`src/rtl/router_sync_param_if.sv`:
```
// Bundle between the packet FSM / output FIFOs and the router synchroniser.
// The FSM/FIFO side uses the master modport; the synchroniser uses the slave modport.
interface router_sync_param_if #(
   parameter int NUM_CH = 3,
   parameter int ADDR_W = 2
);
   logic [ADDR_W-1:0] data_in;
   logic              detect_add;
   logic              write_enb_reg;
   logic [NUM_CH-1:0] full;
   logic [NUM_CH-1:0] empty;
   logic [NUM_CH-1:0] read_enb;
   logic [NUM_CH-1:0] timeout_en;
   logic [NUM_CH-1:0] write_enb;
   logic              fifo_full;
   logic [NUM_CH-1:0] vld_out;
   logic [NUM_CH-1:0] soft_reset;
   logic              addr_err;

   modport master (
      output data_in, detect_add, write_enb_reg, full, empty, read_enb, timeout_en,
      input  write_enb, fifo_full, vld_out, soft_reset, addr_err
   );

   modport slave (
      input  data_in, detect_add, write_enb_reg, full, empty, read_enb, timeout_en,
      output write_enb, fifo_full, vld_out, soft_reset, addr_err
   );
endinterface

```
`src/rtl/router_sync_param.sv`:
```
// Router synchroniser: latches the header address, steers writes to one FIFO,
// returns that FIFO's full flag, and runs a per-channel stalled-read watchdog.
module router_sync_param #(
   parameter int NUM_CH    = 3,
   parameter int ADDR_W    = 2,
   parameter int TIMEOUT   = 30,
   parameter int CNT_W     = 5,
   parameter bit MASK_FULL = 1'b0
) (
   input logic               clock,
   input logic               resetn,
   router_sync_param_if.slave bus
);
   logic [ADDR_W-1:0] addr_q;
   logic              addr_err_reg;
   logic [NUM_CH-1:0] addr_sel;
   logic [NUM_CH-1:0] data_sel;
   logic [NUM_CH-1:0] soft_reset_vec;
   logic              addr_vld;
   logic              data_vld;
   logic              sel_full;
   logic              write_ok;

   // Decode by equality rather than indexing so out-of-range addresses simply select nothing.
   generate
      for (genvar gi = 0; gi < NUM_CH; gi++) begin : g_dec
         assign addr_sel[gi] = (addr_q == ADDR_W'(gi));
         assign data_sel[gi] = (bus.data_in == ADDR_W'(gi));
      end
   endgenerate

   assign addr_vld = |addr_sel;
   assign data_vld = |data_sel;
   assign sel_full = |(addr_sel & bus.full);
   assign write_ok = bus.write_enb_reg && addr_vld && !(MASK_FULL && sel_full);

   assign bus.fifo_full  = sel_full;
   assign bus.write_enb  = write_ok ? addr_sel : '0;
   assign bus.vld_out    = ~bus.empty;
   assign bus.addr_err   = addr_err_reg;
   assign bus.soft_reset = soft_reset_vec;

   always_ff @(posedge clock) begin
      if (!resetn) begin
         addr_q       <= '0;
         addr_err_reg <= 1'b0;
      end else if (bus.detect_add) begin
         addr_q       <= bus.data_in;
         addr_err_reg <= !data_vld;
      end else begin
         addr_err_reg <= 1'b0;
      end
   end

   generate
      for (genvar gi = 0; gi < NUM_CH; gi++) begin : g_wdog
         logic [CNT_W-1:0] cnt_reg;
         logic             pulse_reg;
         logic             stall;

         assign stall = ~bus.empty[gi] & ~bus.read_enb[gi] & bus.timeout_en[gi];

         // Wrapping to 0 on the pulse makes a continued stall fire again TIMEOUT cycles later.
         always_ff @(posedge clock) begin
            if (!resetn || !stall) begin
               cnt_reg   <= '0;
               pulse_reg <= 1'b0;
            end else if (cnt_reg == CNT_W'(TIMEOUT - 1)) begin
               cnt_reg   <= '0;
               pulse_reg <= 1'b1;
            end else begin
               cnt_reg   <= cnt_reg + CNT_W'(1);
               pulse_reg <= 1'b0;
            end
         end

         assign soft_reset_vec[gi] = pulse_reg;
      end
   endgenerate
endmodule

```
`src/flat_wrapper.sv`:
```
// flat-port wrapper written by rule: the top's interface ports become plain ports
module router_sync_param_flat 
#(
   parameter int NUM_CH    = 3,
   parameter int ADDR_W    = 2,
   parameter int TIMEOUT   = 30,
   parameter int CNT_W     = 5,
   parameter bit MASK_FULL = 1'b0
)
  (clock, resetn, bus_data_in, bus_detect_add, bus_write_enb_reg, bus_full, bus_empty, bus_read_enb, bus_timeout_en, bus_write_enb, bus_fifo_full, bus_vld_out, bus_soft_reset, bus_addr_err);
  router_sync_param_if #(.NUM_CH(NUM_CH), .ADDR_W(ADDR_W)) bus_i ();
  input logic clock;
  input logic resetn;
  input wire logic [$bits(bus_i.data_in)-1:0] bus_data_in;
  input wire logic [$bits(bus_i.detect_add)-1:0] bus_detect_add;
  input wire logic [$bits(bus_i.write_enb_reg)-1:0] bus_write_enb_reg;
  input wire logic [$bits(bus_i.full)-1:0] bus_full;
  input wire logic [$bits(bus_i.empty)-1:0] bus_empty;
  input wire logic [$bits(bus_i.read_enb)-1:0] bus_read_enb;
  input wire logic [$bits(bus_i.timeout_en)-1:0] bus_timeout_en;
  output wire logic [$bits(bus_i.write_enb)-1:0] bus_write_enb;
  output wire logic [$bits(bus_i.fifo_full)-1:0] bus_fifo_full;
  output wire logic [$bits(bus_i.vld_out)-1:0] bus_vld_out;
  output wire logic [$bits(bus_i.soft_reset)-1:0] bus_soft_reset;
  output wire logic [$bits(bus_i.addr_err)-1:0] bus_addr_err;
  assign bus_i.data_in = bus_data_in;
  assign bus_i.detect_add = bus_detect_add;
  assign bus_i.write_enb_reg = bus_write_enb_reg;
  assign bus_i.full = bus_full;
  assign bus_i.empty = bus_empty;
  assign bus_i.read_enb = bus_read_enb;
  assign bus_i.timeout_en = bus_timeout_en;
  assign bus_write_enb = bus_i.write_enb;
  assign bus_fifo_full = bus_i.fifo_full;
  assign bus_vld_out = bus_i.vld_out;
  assign bus_soft_reset = bus_i.soft_reset;
  assign bus_addr_err = bus_i.addr_err;
  router_sync_param #(.NUM_CH(NUM_CH), .ADDR_W(ADDR_W), .TIMEOUT(TIMEOUT), .CNT_W(CNT_W), .MASK_FULL(MASK_FULL)) u_core (.clock(clock), .resetn(resetn), .bus(bus_i));
endmodule
```
`config.mk`:
```
export PLATFORM = sky130hd
export DESIGN_NAME = router_sync_param_flat
export DESIGN_NICKNAME = d
export VERILOG_FILES = /design/src/rtl/router_sync_param_if.sv /design/src/rtl/router_sync_param.sv /design/src/flat_wrapper.sv
export SDC_FILE = /design/constraint.sdc
export NUM_CORES = 1
export LEC_CHECK = 0
export ABC_AREA = 1
export CAP_MARGIN = 5
export CORE_MARGIN = 2
export CORE_UTILIZATION = 45
export DETAILED_ROUTE_END_ITERATION = 12
export PLACE_DENSITY_LB_ADDON = 0.3
export SKIP_LAST_GASP = 1
export SLEW_MARGIN = 20
export SYNTH_ARGS = -nofsm -noshare
export SYNTH_HDL_FRONTEND = slang
export SYNTH_SLANG_ARGS = --single-unit
```
`constraint.sdc`:
```
create_clock -name clock -period 1.83 [get_ports clock]
set_clock_uncertainty 0.2 [all_clocks]
set_input_delay 0.366 -clock clock [delete_from_list [all_inputs] [get_ports clock]]
set_output_delay 0.366 -clock clock [all_outputs]
set_load 0.01 [all_outputs]
```
==> results of run 1 <==
[through the flow]
stage | power [uW] | hold slack [ns] | utilization
after global routing | 808.8 | 0.3181 | 0.6313
final | 774.2 | 0.2888 | 0.6313
after floorplan | 508.5 | 0.2442 | -
after detailed placement | 572.7 | 0.2699 | 0.6294
after global placement | 569.7 | 0.2624 | 0.6294
after CTS | 789.1 | 0.2968 | 0.6350
[metal layers]
layer | vias to the layer above | global-route usage
met5 | - | 0
met4 | 0 | 0.1171
met3 | 4 | 0.05060
met2 | 26 | 0.2851
met1 | 372 | 0.1551
li1 | 459 | -
[final cells by class]
class	instances	area, um^2
fill	186	738.2
sequential	21	421.7
multi-input combinational	82	439.2
tap	27	33.78
timing repair buffer	28	256.5
clock buffer	4	26.28
inverter	23	86.33
[final timing paths]
kind | to | start
max reg2reg | u_core.g_wdog[2].cnt_reg[2]$_SDFF_PP0_ | u_core.g_wdog[2].cnt_reg[0]$_SDFF_PP0_
min reg2reg | u_core.g_wdog[2].cnt_reg[0]$_SDFF_PP0_ | u_core.g_wdog[2].cnt_reg[0]$_SDFF_PP0_
min | u_core.g_wdog[2].cnt_reg[0]$_SDFF_PP0_ | u_core.g_wdog[2].cnt_reg[0]$_SDFF_PP0_
max | bus_write_enb[1] | bus_write_enb_reg
[synth_stat cells]
cell type and instances:
nor2_4 1, nand2_1 23, o21ai_0 1, o21a_1 1, inv_2 1, nand2_2 1
nand3_1 10, clkinv_1 1, nor2_1 20, inv_1 21, nand4_1 8, nor3_1 6
buf_4 3, xnor2_1 3, nand2_4 1, dfxtp_1 21, ha_1 6, a21oi_1 1
[cell families (layout without fill, tap and decap cells)]
kind of cell | count (synthesis) | count (layout)
DFF | 21 | 21
AOI/OAI and AO/OA | 3 | 3
and+or+nand+nor | 70 | 70
adders and majority gates | 6 | 6
xor gates and xnor gates | 3 | 3
buffers and inverters | 26 | 55
[worst max-delay path: stages]
cell             delay, ns
clkdlybuf4s50_1       0.46
inv_1                 0.06
nor3_1                0.15
clkbuf_2              0.16
[power breakdown]
part / internal (uW) / switching (uW)
registers: 463 / 5.86
logic: 50.6 / 34.7
clock network: 85.1 / 135
total: 598 / 176
[timing repair]
action,CTS,global route
setup endpoints to repair,7,2
resized for setup,14,4
endpoints found under the hold margin,0,0
==> summary.txt, run 1 <==
Drt
  – Routed WL: 1833 um
  – DRC Markers: 0
  – Met3 wire len: 124 um
  – Via Count: 861
  – Top Metal Used: met4
  – Drt wl/cell: 9.908 um
  – Post-route ant nets: 0
  – DR vias/cell: 4.654
  – WL met1: 803 um
  – Drt first-iter violations: 8
  – 1st-pass router iterations: 4
  – Met2 wire length: 859 um

Worst setup path
  – Startpoint Class: primary input
  – CP Class: primary input to output port
  – Critical path arrival: 1.20 ns
  – Critical Path RT: 1.26 ns
  – Max FO, Critical Path: 3
  – R2R Setup Slk: 0.59 ns
  – Reg2reg path depth: 6
  – Critical path capture point type: output port

Status
  – Status: finished clean

Hold path
  – WHS Path Cells: 1
  – Min-delay worst type: register to register

Global route
  – GR Util All Layers: 0.1609
  – Grt total ovfl: 0
  – Initial antenna violation count: 0
  – First-pass GRT wire length: 3042 um
  – Pin count of the biggest net entering global routing: 12
  – Vias in the first global route: 801

Layout
  – Final instance area: 1264 um^2
  – Commonest non-fill, non-tap cell in the layout: nand2_1
  – Non-Filler Instances: 185
  – ANT cells: 0
  – Most frequent cells in the layout: nand2_1 (23), inv_1 (21), clkdlybuf4s50_1 (21)
  – P&R area growth vs syn: 30.49%
  – Max reg flops: 15
  – Layout Nets: 183
  – Layout cells sized above 1: 0.07595

Clock network
  – Clock Tree Buf Depth: 2
  – CTS root buffer: clkbuf_4
  – Post-CTS Setup Inserts: 0
  – Total CTS buffers: 3
  – Clock latency on the worst-skew pair: 0.30 ns
  – H-tree depth: 1
  – Clock slew seen by the registers of the worst setup and hold paths: 0.11 ns
  – Total clock sinks: 21
  – CTS tree: built
  – Hold_buf cts: 0

Yosys
  – Count of cell types in the netlist: 18
  – Sequential fraction of the synthesis area: 0.4341
  – Fraction of the mapped netlist area in adder cells: 0.07752
  – Top-area cell type share of the netlist area: 0.4341
  – Ys Warns: 0
  – Synth Area per Inst: 7.507 um^2
  – Dominant cells by area after synthesis: dfxtp_1 (43%), nand2_1 (8.9%), inv_1 (8.1%)
  – Post-synthesis simple-gate area fraction: 0.3307
  – Cell accounting for the most synthesized area: dfxtp_1
  – Post-synthesis mux area share: 0
  – Compound-Gate Fraction of Synth Area: 0.01809
  – Synth Cell Area: 968.4 um^2
  – Synth Register Bits: 21
  – Synthesized Nets: 153
  – Mapped Cells: 129
  – Main combinational cell family by area after synthesis: simple AND/OR/NAND/NOR gates
  – XOR/XNOR share of the synthesized area: 0.02713

Floorplanning
  – IO Count: 29
  – FP Rows: 16
  – Die Y: 50.39 um
  – Core Box Area: 2002 um^2
  – Die width: 50.39 um
  – Die area: 2539 um^2
  – Initial Utilization: 0.4838

Power and ir drop
  – Max IR drop VDD: 0.3685 mV
  – Power Dens Cells: 612.6 nW/um^2
  – Leak: 0.0005393 uW

Place
  – Placed Cells: 181
  – PortBufs: 28
  – Post-DP HPWL: 1492 um
  – Pre-CTS WS: -0.3377 ns
  – RePlAce Congestion: 0.7310
  – Placed instance area: 1260 um^2

STA
  – Slew Viols, Final: 0
  – Slew headroom: 0.8430
  – Final setup fails: 0
  – Final TNS setup: 0 ns
  – Fmax: 566.0 MHz
  – Final hold vios: 0
  – Fin crit share: 0.9654
  – Period minus WS final: 1.767 ns
  – Setup ws final: 0.06326 ns
  – Worst-margin pin slew: 0.2352 ns
  – RSZ-0062 raised after global routing: false

Job
  – Max-cap viol count: 0
(Power assumes the default switching activity.)
==> run 2: changes to the inputs <==
Settings changed: CTS_CLUSTER_DIAMETER set to 40, CTS_CLUSTER_SIZE set to 30, PLACE_DENSITY set to 0.77, PLACE_DENSITY_LB_ADDON 0.3 to not set.
==> run 2 against run 1 <==
Net effect:
- sequential power hardly changed
- sequential share of layout area is 0.49 points lower
- register-to-register slack worse by 0.02 ns
- final area is 1.8% higher
- sequential cell count stayed put
- clock power is 2% lower
- global-route usage is 0.78 points higher
- hold slack better by 0.012 ns
- die area stayed put
- final cell count is 1.1% higher
- worst setup slack better by 0.0060 ns
- via count is 1.7% higher
- critical path type unchanged
- largest power group unchanged
==> summary.txt, run 2 (synthesis gave the netlist of run 1 again) <==
Status
  – Status: finished clean

Worst setup path
  – CP top delay family: buffers and inverters
  – Startpoint Class: primary input
  – Max FO, Critical Path: 3
  – Cell Chain, Critical Path: clkdlybuf4s50_1 > inv_1 > nor3_1 > clkbuf_2
  – Critical Path RT: 1.26 ns
  – Critical path capture point type: output port
  – Largest stage delay, worst path: 0.46 ns
  – Critical path arrival: 1.19 ns
  – Slowest-stage cell, CP: clkdlybuf4s50_1
  – CP Class: primary input to output port
  – Buffer and inverter count on the worst path: 3
  – R2R Setup Slk: 0.57 ns

Global route
  – Met2 usage: 0.2961
  – First-pass GRT wire length: 3325 um
  – Most Crowded Layer GR: met2
  – GR Util All Layers: 0.1687
  – M3 GR Usage: 0.03274
  – Grt total ovfl: 0
  – Pin count of the biggest net entering global routing: 13
  – Initial antenna violation count: 0
  – M1 GR Usage: 0.2045
  – Vias in the first global route: 841

Floorplanning
  – Die Y: 50.39 um
  – Initial Utilization: 0.4838
  – IO Count: 29
  – Die area: 2539 um^2
  – Die width: 50.39 um
  – FP Rows: 16
  – Core Box Area: 2002 um^2

STA
  – Fin crit share: 0.9622
  – Final setup fails: 0
  – Slew headroom: 0.8436
  – Period minus WS final: 1.761 ns
  – Setup ws final: 0.06924 ns
  – Fmax: 567.9 MHz
  – RSZ-0062 raised after global routing: false
  – Final hold vios: 0
  – Worst-margin pin slew: 0.2343 ns
  – Slew Viols, Final: 0

Clock network
  – Total CTS buffers: 3
  – Clock Tree Buf Depth: 2
  – CTS root buffer: clkbuf_4
  – Clock slew seen by the registers of the worst setup and hold paths: 0.11 ns
  – H-tree depth: 1
  – CTS tree: built
  – Total clock sinks: 21
  – Clock latency on the worst-skew pair: 0.30 ns

Layout
  – Max reg flops: 15
  – Commonest non-fill, non-tap cell in the layout: nand2_1
  – Final instance area: 1286 um^2
  – Layout Nets: 185
  – Most frequent cells in the layout: nand2_1 (23), inv_1 (21), clkdlybuf4s50_1 (21)
  – Layout cells sized above 1: 0.1063
  – P&R area growth vs syn: 32.82%
  – ANT cells: 0

Drt
  – Via Count: 876
  – Routed WL: 1894 um
  – 1st-pass router iterations: 4
  – Post-route ant nets: 0
  – Drt wl/cell: 10.13 um
  – Drt first-iter violations: 30
  – DR vias/cell: 4.684
  – DRC Markers: 0

Power and ir drop
  – Leak: 0.0005533 uW
  – Power Dens Cells: 601.8 nW/um^2
  – Max IR drop VDD: 0.3903 mV

Place
  – Pre-CTS WS: -0.2955 ns
  – PortBufs: 28
  – Placed instance area: 1275 um^2
  – Post-DP HPWL: 1472 um
  – RePlAce Congestion: 0.7972

Job
  – Max-cap viol count: 0

Hold path
  – Min-delay worst type: register to register
[run 2: where the power goes]
group,internal [uW],switching [uW]
Combinational,53.6,35.7
Clock,81.4,134
Sequential,463,6.36
Total,598,176
[run 2: stage by stage]
stage          total power [uW]  hold WS [ns]    util   TNS, ns  std cells
2_1_floorplan             508.5        0.2442       -         0        129
6_report                  774.0        0.3009  0.6425         0        187
3_5_place_dp              575.3        0.2803  0.6369    -1.438        183
3_3_place_gp              573.2        0.2596  0.6369    -1.376        183
4_1_cts                   787.3        0.3071  0.6481  -0.02046        187
5_1_grt                   815.6        0.3265  0.6425         0        187
[run 2: final timing paths]
| path | start | to | cells past startpoint |
|---|---|---|---|
| max | bus_write_enb_reg | bus_write_enb[1] | 4 |
| max reg2reg | u_core.g_wdog[1].cnt_reg[0]$_SDFF_PP0_ | u_core.g_wdog[1].cnt_reg[3]$_SDFF_PP0_ | 4 |
| min reg2reg | u_core.g_wdog[1].cnt_reg[0]$_SDFF_PP0_ | u_core.g_wdog[1].cnt_reg[0]$_SDFF_PP0_ | 1 |
| min | u_core.g_wdog[1].cnt_reg[0]$_SDFF_PP0_ | u_core.g_wdog[1].cnt_reg[0]$_SDFF_PP0_ | 1 |
[run 2: what timing repair did]
item | 4_1_cts | 5_1_grt
resized for setup | 10 | 9
setup buffers | 0 | 0
hold buffers | 0 | 0
setup endpoints to repair | 7 | 4
[run 2: cell type report]
class                           instances  area, um^2
Fill cell                             178       715.7
Multi-Input combinational cell         82       444.2
Sequential cell                        21       422.9
Timing Repair Buffer                   30       271.5
Inverter                               23       86.33
Tap cell                               27       33.78
Clock buffer                            3       22.52
Clock inverter                          1       5.005
[run 2: layer usage]
layer | part of all wire | vias to the layer above
li1 | - | 466
met1 | 0.45 | 379
met2 | 0.48 | 29
met3 | 0.072 | 2
met4 | 0.0053 | 0
met5 | 0 | -
